<file path="config.mk">
export PLATFORM = sky130hd
export DESIGN_NAME = pc_unit_ras_flat
export DESIGN_NICKNAME = d
export VERILOG_FILES = /design/src/rtl/pc_unit_ras_if.sv /design/src/rtl/pc_unit_ras.sv /design/src/flat_wrapper.sv
export SDC_FILE = /design/constraint.sdc
export NUM_CORES = 1
export LEC_CHECK = 0
export CAP_MARGIN = 20
export CORE_MARGIN = 3
export CORE_UTILIZATION = 56
export CTS_CLUSTER_DIAMETER = 40
export DETAILED_ROUTE_END_ITERATION = 7
export GPL_ROUTABILITY_DRIVEN = 0
export MAX_ROUTING_LAYER = met4
export PLACE_DENSITY = 0.83
export SYNTH_ARGS = -nofsm -noshare
export SYNTH_HDL_FRONTEND = slang
export SYNTH_SLANG_ARGS = --single-unit
</file>
<file path="constraint.sdc">
create_clock -name clk -period 4.48 [get_ports clk]
set_input_delay 0.896 -clock clk [delete_from_list [all_inputs] [get_ports clk]]
set_output_delay 0.896 -clock clk [all_outputs]
set_load 0.005 [all_outputs]
</file>
<file path="src/rtl/pc_unit_ras_if.sv">
// Request/status bundle between the fetch/branch logic (master) and pc_unit_ras (slave).
// PC-valued fields use [0:WIDTH-1] ordering: bit 0 is the MSB.
interface pc_unit_ras_if #(
  parameter int WIDTH = 32
) ();
  logic             stall;
  logic             branch_taken;
  logic [0:WIDTH-1] branch_target;
  logic             call;
  logic             ret;
  logic             exc;
  logic [0:WIDTH-1] pc;
  logic [0:WIDTH-1] pc_next_seq;
  logic             ras_empty;
  logic             ras_full;
  logic             ras_err;
  logic             misalign;

  modport master (
    output stall, branch_taken, branch_target, call, ret, exc,
    input  pc, pc_next_seq, ras_empty, ras_full, ras_err, misalign
  );

  modport slave (
    input  stall, branch_taken, branch_target, call, ret, exc,
    output pc, pc_next_seq, ras_empty, ras_full, ras_err, misalign
  );
endinterface

</file>
<file path="src/rtl/pc_unit_ras.sv">
// Fetch PC with configurable increment, stall/branch/exception redirect and a circular
// return-address stack. Define PC_ALIGN_CHECK_EN to trap misaligned targets to EXC_VECTOR.
module pc_unit_ras #(
  parameter int               WIDTH        = 32,
  parameter int               INC          = 4,
  parameter logic [0:WIDTH-1] RESET_VECTOR = '0,
  parameter logic [0:WIDTH-1] EXC_VECTOR   = 32'h0000_0100,
  parameter int               RAS_DEPTH    = 4
) (
  input  logic          clk,
  input  logic          rst,
  pc_unit_ras_if.slave  bus
);

  localparam int               PW       = $clog2(RAS_DEPTH);
  localparam int               CW       = $clog2(RAS_DEPTH + 1);
  localparam logic [0:WIDTH-1] INC_W    = WIDTH'(INC);
  localparam logic [0:WIDTH-1] LOW_MASK = INC_W - WIDTH'(1);
  localparam logic [CW-1:0]    FULL_CNT = CW'(RAS_DEPTH);

  logic [0:WIDTH-1] pc_q, pc_d;
  logic [PW-1:0]    sp_q, sp_d;
  logic [CW-1:0]    cnt_q, cnt_d;
  logic [0:WIDTH-1] ras_q [RAS_DEPTH];
  logic [0:WIDTH-1] ras_d [RAS_DEPTH];
  logic             ras_err_q, ras_err_d;
  logic             misalign_q, misalign_d;

  logic [0:WIDTH-1] seq_pc;
  logic [0:WIDTH-1] ras_top;
  logic [0:WIDTH-1] br_tgt;
  logic [0:WIDTH-1] ret_tgt;
  logic [PW-1:0]    push_ptr;
  logic             ras_empty_c;
  logic             ras_full_c;
  logic             br_bad;
  logic             ret_bad;
  logic             tail_call;

  assign seq_pc      = pc_q + INC_W;
  assign ras_top     = ras_q[sp_q];
  assign push_ptr    = sp_q + PW'(1);
  assign ras_empty_c = (cnt_q == '0);
  assign ras_full_c  = (cnt_q == FULL_CNT);
  assign tail_call   = bus.branch_taken & bus.call;

`ifdef PC_ALIGN_CHECK_EN
  assign br_tgt  = bus.branch_target;
  assign ret_tgt = ras_top;
  assign br_bad  = |(bus.branch_target & LOW_MASK);
  assign ret_bad = |(ras_top & LOW_MASK);
`else
  // Without the check, loaded targets are silently forced onto the fetch grid.
  assign br_tgt  = bus.branch_target & ~LOW_MASK;
  assign ret_tgt = ras_top & ~LOW_MASK;
  assign br_bad  = 1'b0;
  assign ret_bad = 1'b0;
`endif

  always_comb begin
    pc_d       = pc_q;
    sp_d       = sp_q;
    cnt_d      = cnt_q;
    ras_d      = ras_q;
    ras_err_d  = 1'b0;
    misalign_d = 1'b0;

    if (bus.exc) begin
      pc_d = EXC_VECTOR;
    end else if (!bus.stall) begin
      if (bus.ret) begin
        if (ras_empty_c) begin
          pc_d      = seq_pc;
          ras_err_d = 1'b1;
        end else if (ret_bad) begin
          pc_d       = EXC_VECTOR;
          misalign_d = 1'b1;
          if (!tail_call) begin
            sp_d  = sp_q - PW'(1);
            cnt_d = cnt_q - CW'(1);
          end
        end else begin
          pc_d = ret_tgt;
          // Tail call: the frame being returned from is replaced in place.
          if (tail_call) begin
            ras_d[sp_q] = seq_pc;
          end else begin
            sp_d  = sp_q - PW'(1);
            cnt_d = cnt_q - CW'(1);
          end
        end
      end else if (bus.branch_taken) begin
        if (br_bad) begin
          pc_d       = EXC_VECTOR;
          misalign_d = 1'b1;
        end else begin
          pc_d = br_tgt;
          if (bus.call) begin
            // On a full stack, the slot after the top is the oldest entry.
            ras_d[push_ptr] = seq_pc;
            sp_d            = push_ptr;
            if (ras_full_c) begin
              ras_err_d = 1'b1;
            end else begin
              cnt_d = cnt_q + CW'(1);
            end
          end
        end
      end else begin
        pc_d = seq_pc;
      end
    end
  end

  always_ff @(posedge clk or posedge rst) begin
    if (rst) begin
      pc_q       <= RESET_VECTOR;
      sp_q       <= '0;
      cnt_q      <= '0;
      ras_err_q  <= 1'b0;
      misalign_q <= 1'b0;
    end else begin
      pc_q       <= pc_d;
      sp_q       <= sp_d;
      cnt_q      <= cnt_d;
      ras_err_q  <= ras_err_d;
      misalign_q <= misalign_d;
    end
  end

  // Stack contents are meaningless while empty, so they need no reset.
  always_ff @(posedge clk) begin
    ras_q <= ras_d;
  end

  assign bus.pc          = pc_q;
  assign bus.pc_next_seq = seq_pc;
  assign bus.ras_empty   = ras_empty_c;
  assign bus.ras_full    = ras_full_c;
  assign bus.ras_err     = ras_err_q;
  assign bus.misalign    = misalign_q;

endmodule
</file>
<file path="src/flat_wrapper.sv">
// flat-port wrapper written by rule: the top's interface ports become plain ports
module pc_unit_ras_flat 
#(
  parameter int               WIDTH        = 32,
  parameter int               INC          = 4,
  parameter logic [0:WIDTH-1] RESET_VECTOR = '0,
  parameter logic [0:WIDTH-1] EXC_VECTOR   = 32'h0000_0100,
  parameter int               RAS_DEPTH    = 4
)
  (clk, rst, bus_stall, bus_branch_taken, bus_branch_target, bus_call, bus_ret, bus_exc, bus_pc, bus_pc_next_seq, bus_ras_empty, bus_ras_full, bus_ras_err, bus_misalign);
  pc_unit_ras_if #(.WIDTH(WIDTH)) bus_i ();
  input  logic clk;
  input  logic rst;
  input wire logic [$bits(bus_i.stall)-1:0] bus_stall;
  input wire logic [$bits(bus_i.branch_taken)-1:0] bus_branch_taken;
  input wire logic [$bits(bus_i.branch_target)-1:0] bus_branch_target;
  input wire logic [$bits(bus_i.call)-1:0] bus_call;
  input wire logic [$bits(bus_i.ret)-1:0] bus_ret;
  input wire logic [$bits(bus_i.exc)-1:0] bus_exc;
  output wire logic [$bits(bus_i.pc)-1:0] bus_pc;
  output wire logic [$bits(bus_i.pc_next_seq)-1:0] bus_pc_next_seq;
  output wire logic [$bits(bus_i.ras_empty)-1:0] bus_ras_empty;
  output wire logic [$bits(bus_i.ras_full)-1:0] bus_ras_full;
  output wire logic [$bits(bus_i.ras_err)-1:0] bus_ras_err;
  output wire logic [$bits(bus_i.misalign)-1:0] bus_misalign;
  assign bus_i.stall = bus_stall;
  assign bus_i.branch_taken = bus_branch_taken;
  assign bus_i.branch_target = bus_branch_target;
  assign bus_i.call = bus_call;
  assign bus_i.ret = bus_ret;
  assign bus_i.exc = bus_exc;
  assign bus_pc = bus_i.pc;
  assign bus_pc_next_seq = bus_i.pc_next_seq;
  assign bus_ras_empty = bus_i.ras_empty;
  assign bus_ras_full = bus_i.ras_full;
  assign bus_ras_err = bus_i.ras_err;
  assign bus_misalign = bus_i.misalign;
  pc_unit_ras #(.WIDTH(WIDTH), .INC(INC), .RESET_VECTOR(RESET_VECTOR), .EXC_VECTOR(EXC_VECTOR), .RAS_DEPTH(RAS_DEPTH)) u_core (.clk(clk), .rst(rst), .bus(bus_i));
endmodule
</file>
==> flow_summary_export.csv <==
group,metric,value,unit
status,run_status,"finished clean",
die,io_pins,107,
clock_tree,cts_resized,0,
clock_tree,cts.sinks,156,
sta,setup_viol,0,
synth,synth_edf_count,120,
routing,viasPerCell,6.37,
sta,grt_setup_unrepaired,"no",
die,coreArea,0.0136,mm2
grt,grt_pass1_vias,6253,
finish,drive_gt1_frac,0.149,
die,die_w,125,um
grt,grt_max_degree,32,
min_path,hold-path-endpoint,"u_core.bus.pc[0]",
finish,num_antenna_cells,0,
clock_tree,hold_buffers,0,
setup_path,r2r_start,"u_core.sp_q[0]",
finish,finalNetCount,816,
sta,timing.final.crit_period,4.08,ns
synth,ys_seq_area_frac,0.565,
die,die-area,0.0157,mm2
synth,synth_top_area_cell,"edfxtp_1",
setup_path,crit_path_end_kind,"output pin",
routing,drt_drc_violations_left,0,
min_path,hp-class,"reg2reg",
synth,synth_cells,667,
finish,syn2layout_area_growth,22.2,%
clock_tree,clock-root-buffer,"clkbuf_16",
grt,grt_pass1_wl,33900,um
place,dp_hpwl,14100,um
setup_path,r2r_setup_slack,1.86,ns
grt,antenna_found_initial,0,
clock_tree,tritoncts,"yes",
sta,finalHoldViolCount,0,
min_path,hp-start,"u_core.bus.pc[0]",
pwr,vdd_drop_max,259,uV
sta,maxSlewHeadroom,0.375,
sta,finalCritPeriodShare,0.911,
synth,synth_ff_type,"edfxtp_1",
pwr,p_total,4.67,mW
synth,netlist_area,0.00797,mm2
sta,tightestPinTransition,0.937,ns
place,numPortBuffers,99,
routing,dr_total_vias,6099,
synth,syn_avg_cell_area,12.0,um2
die,initial_core_util,0.588,
setup_path,ff2ff_path_depth,6,
die,die_height,125,um
setup_path,required,3.58,ns
clock_tree,path_clk_slew,0.06,ns
setup_path,start_kind,"flop",
routing,routedWlPerCell,22.6,um
synth,yosysUniqueCellTypes,57,
pwr,powerDensity,480,mW/mm2
routing,first_iter_violations,677,
clock_tree,cts_buffers,17,
routing,postRouteAntennaNets,0,
clock_tree,htreeDepth,4,
setup_path,arrival,3.18,ns
routing,dr.pass1.iters,5,
min_path,worstHoldPathCells,1,
clock_tree,clk_latency,0.43,ns
run,maxCapViolCount,0,
synth,synth_area_leaders,"edfxtp_1 (45%), dfrtp_1 (11%), mux4_2 (8.5%)",
clock_tree,cts_setup_buffers,0,
setup_path,path_max_fanout,10,
finish,mostFrequentLayoutCells,"nor2_1 (130), edfxtp_1 (120), clkdlybuf4s50_1 (99)",
setup_path,worstSetupPathType,"reg2out",
sta,finalSetupTns,0,ns
grt,track_usage,0.291,
sta,fin_skew,0.00747,ns
clock_tree,cts_max_path_buffers,2,
grt,grt-ovfl-total,0,
die,row_count,42,
pwr,leakage,3.59,nW
finish,layout_commonest_cell,"nor2_1",
sta,report.final.slew_viol_count,0,
routing,wl,21600,um
sta,max_freq,0.245,GHz
setup_path,reg2reg_to,"u_core.ras_q[51]",
synth,synth-async-reset-ratio,0.231,
synth,synth_top_area_share,0.452,
synth,ys_seq_elements,156,
synth,ys_warn_count,0,
==> stage by stage <==
| stage | cells | setup slack, ns | util | instance area (um2) | hold WS [ns] |
|---|---|---|---|---|---|
| after floorplan | 671 | 0.948 | - | 7990 | 0.534 |
| after global placement | 925 | 0.927 | 0.677 | 9170 | 0.559 |
| after detailed placement | 925 | 0.894 | 0.677 | 9170 | 0.578 |
| after CTS | 957 | 0.425 | 0.719 | 9740 | 0.591 |
| after global routing | 957 | 0.262 | 0.719 | 9740 | 0.612 |
| final | 957 | 0.400 | 0.719 | 9740 | 0.605 |
==> layout make-up <==
class | instances | area, um2
clock inverters | 9 | 93.8
well taps | 176 | 220
inverters | 53 | 199
flip-flops and latches | 156 | 4510
fillers | 909 | 3810
repair buffers | 125 | 1190
clock buffers | 23 | 478
multi-input cells | 415 | 3060
==> flip-flops by register name, summed over array words and instances, names as in the netlist <==
signal / flops
u_core.cnt_q: 3
u_core.bus.pc: 30
u_core.ras_q: 120
u_core.bus.ras_err: 1
u_core.sp_q: 2
==> cell usage after synthesis, types with 2 or more instances <==
| cell type | count |
|---|---|
| buf_4 | 8 |
| nor3_2 | 3 |
| nor4_1 | 2 |
| o2bb2ai_1 | 10 |
| inv_1 | 53 |
| mux4_2 | 30 |
| and4_2 | 2 |
| nand3_1 | 13 |
| or2_2 | 3 |
| o221a_2 | 6 |
| xnor2_1 | 21 |
| a31oi_1 | 8 |
| nand4_1 | 7 |
| or3_1 | 2 |
| edfxtp_1 | 120 |
| a21oi_1 | 18 |
| nor3_1 | 5 |
| and2_1 | 7 |
| xor2_1 | 6 |
| a211o_1 | 3 |
| clkbuf_1 | 24 |
| clkbuf_2 | 2 |
| nand2_1 | 17 |
| nor2_1 | 135 |
| dfrtp_1 | 36 |
| o21a_1 | 2 |
| and3_4 | 2 |
| nand2b_1 | 3 |
| and4_1 | 2 |
| a22o_1 | 2 |
| ha_1 | 8 |
| o21ai_0 | 24 |
| o221ai_1 | 17 |
| mux2i_1 | 4 |
| nor2b_1 | 6 |
| and3_1 | 8 |
| a221oi_1 | 8 |
| buf_6 | 4 |
| a22oi_1 | 2 |
| buf_2 | 9 |
| a21o_1 | 8 |
| nor4_4 | 2 |
==> worst max-delay path by stage <==
| stage | end | from | cells past startpoint | slack [ns] |
|---|---|---|---|---|
| after floorplan | u_core.ras_q[100] | bus_stall | 6 | 0.95 |
| after global placement | bus_pc_next_seq[24] | u_core.bus.pc[29] | 7 | 0.93 |
| after detailed placement | bus_pc_next_seq[30] | u_core.bus.pc[29] | 7 | 0.89 |
| after CTS | bus_pc_next_seq[30] | u_core.bus.pc[29] | 7 | 0.43 |
| after global routing | bus_pc_next_seq[30] | u_core.bus.pc[29] | 7 | 0.26 |
| final | bus_pc_next_seq[30] | u_core.bus.pc[29] | 7 | 0.40 |
==> kinds of logic (layout without fill, tap and decap cells) <==
group           Yosys count  count (layout)  share of synthesized area
compound gates          115             115                      0.106
buf+inv                 100             210                     0.0563
fa+ha+maj                 9               9                     0.0151
mux                      34              34                     0.0898
xor+xnor                 27              27                     0.0297
flops                   156             156                      0.565
simple gates            225             225                      0.137
other cells               1               5                   0.000470
==> worst max-delay path, stage by stage (launching register included) <==
cell and delay (ns):
dfrtp_1 0.52, ha_1 0.30, and3_1 0.38, nand3_2 0.29, nor4_4 0.41, xnor2_1 0.29
inv_1 0.09, clkdlybuf4s50_1 0.47
==> layer usage <==
| layer | track usage | vias to the layer above | wire length [um] |
|---|---|---|---|
| li1 | - | 2626 | - |
| met1 | 0.351 | 3024 | 8160 |
| met2 | 0.479 | 378 | 10900 |
| met3 | 0.0674 | 71 | 2010 |
| met4 | 0.117 | 0 | 577 |
| met5 | - | - | 0 |
==> where the power goes <==
part	switching, mW	internal [mW]	total (mW)
clock	0.550	0.855	1.41
sequential	0.190	1.68	1.87
combinational	0.752	0.642	1.39
total	1.49	3.18	4.67
Note: power is estimated with default switching activity, not from simulation.
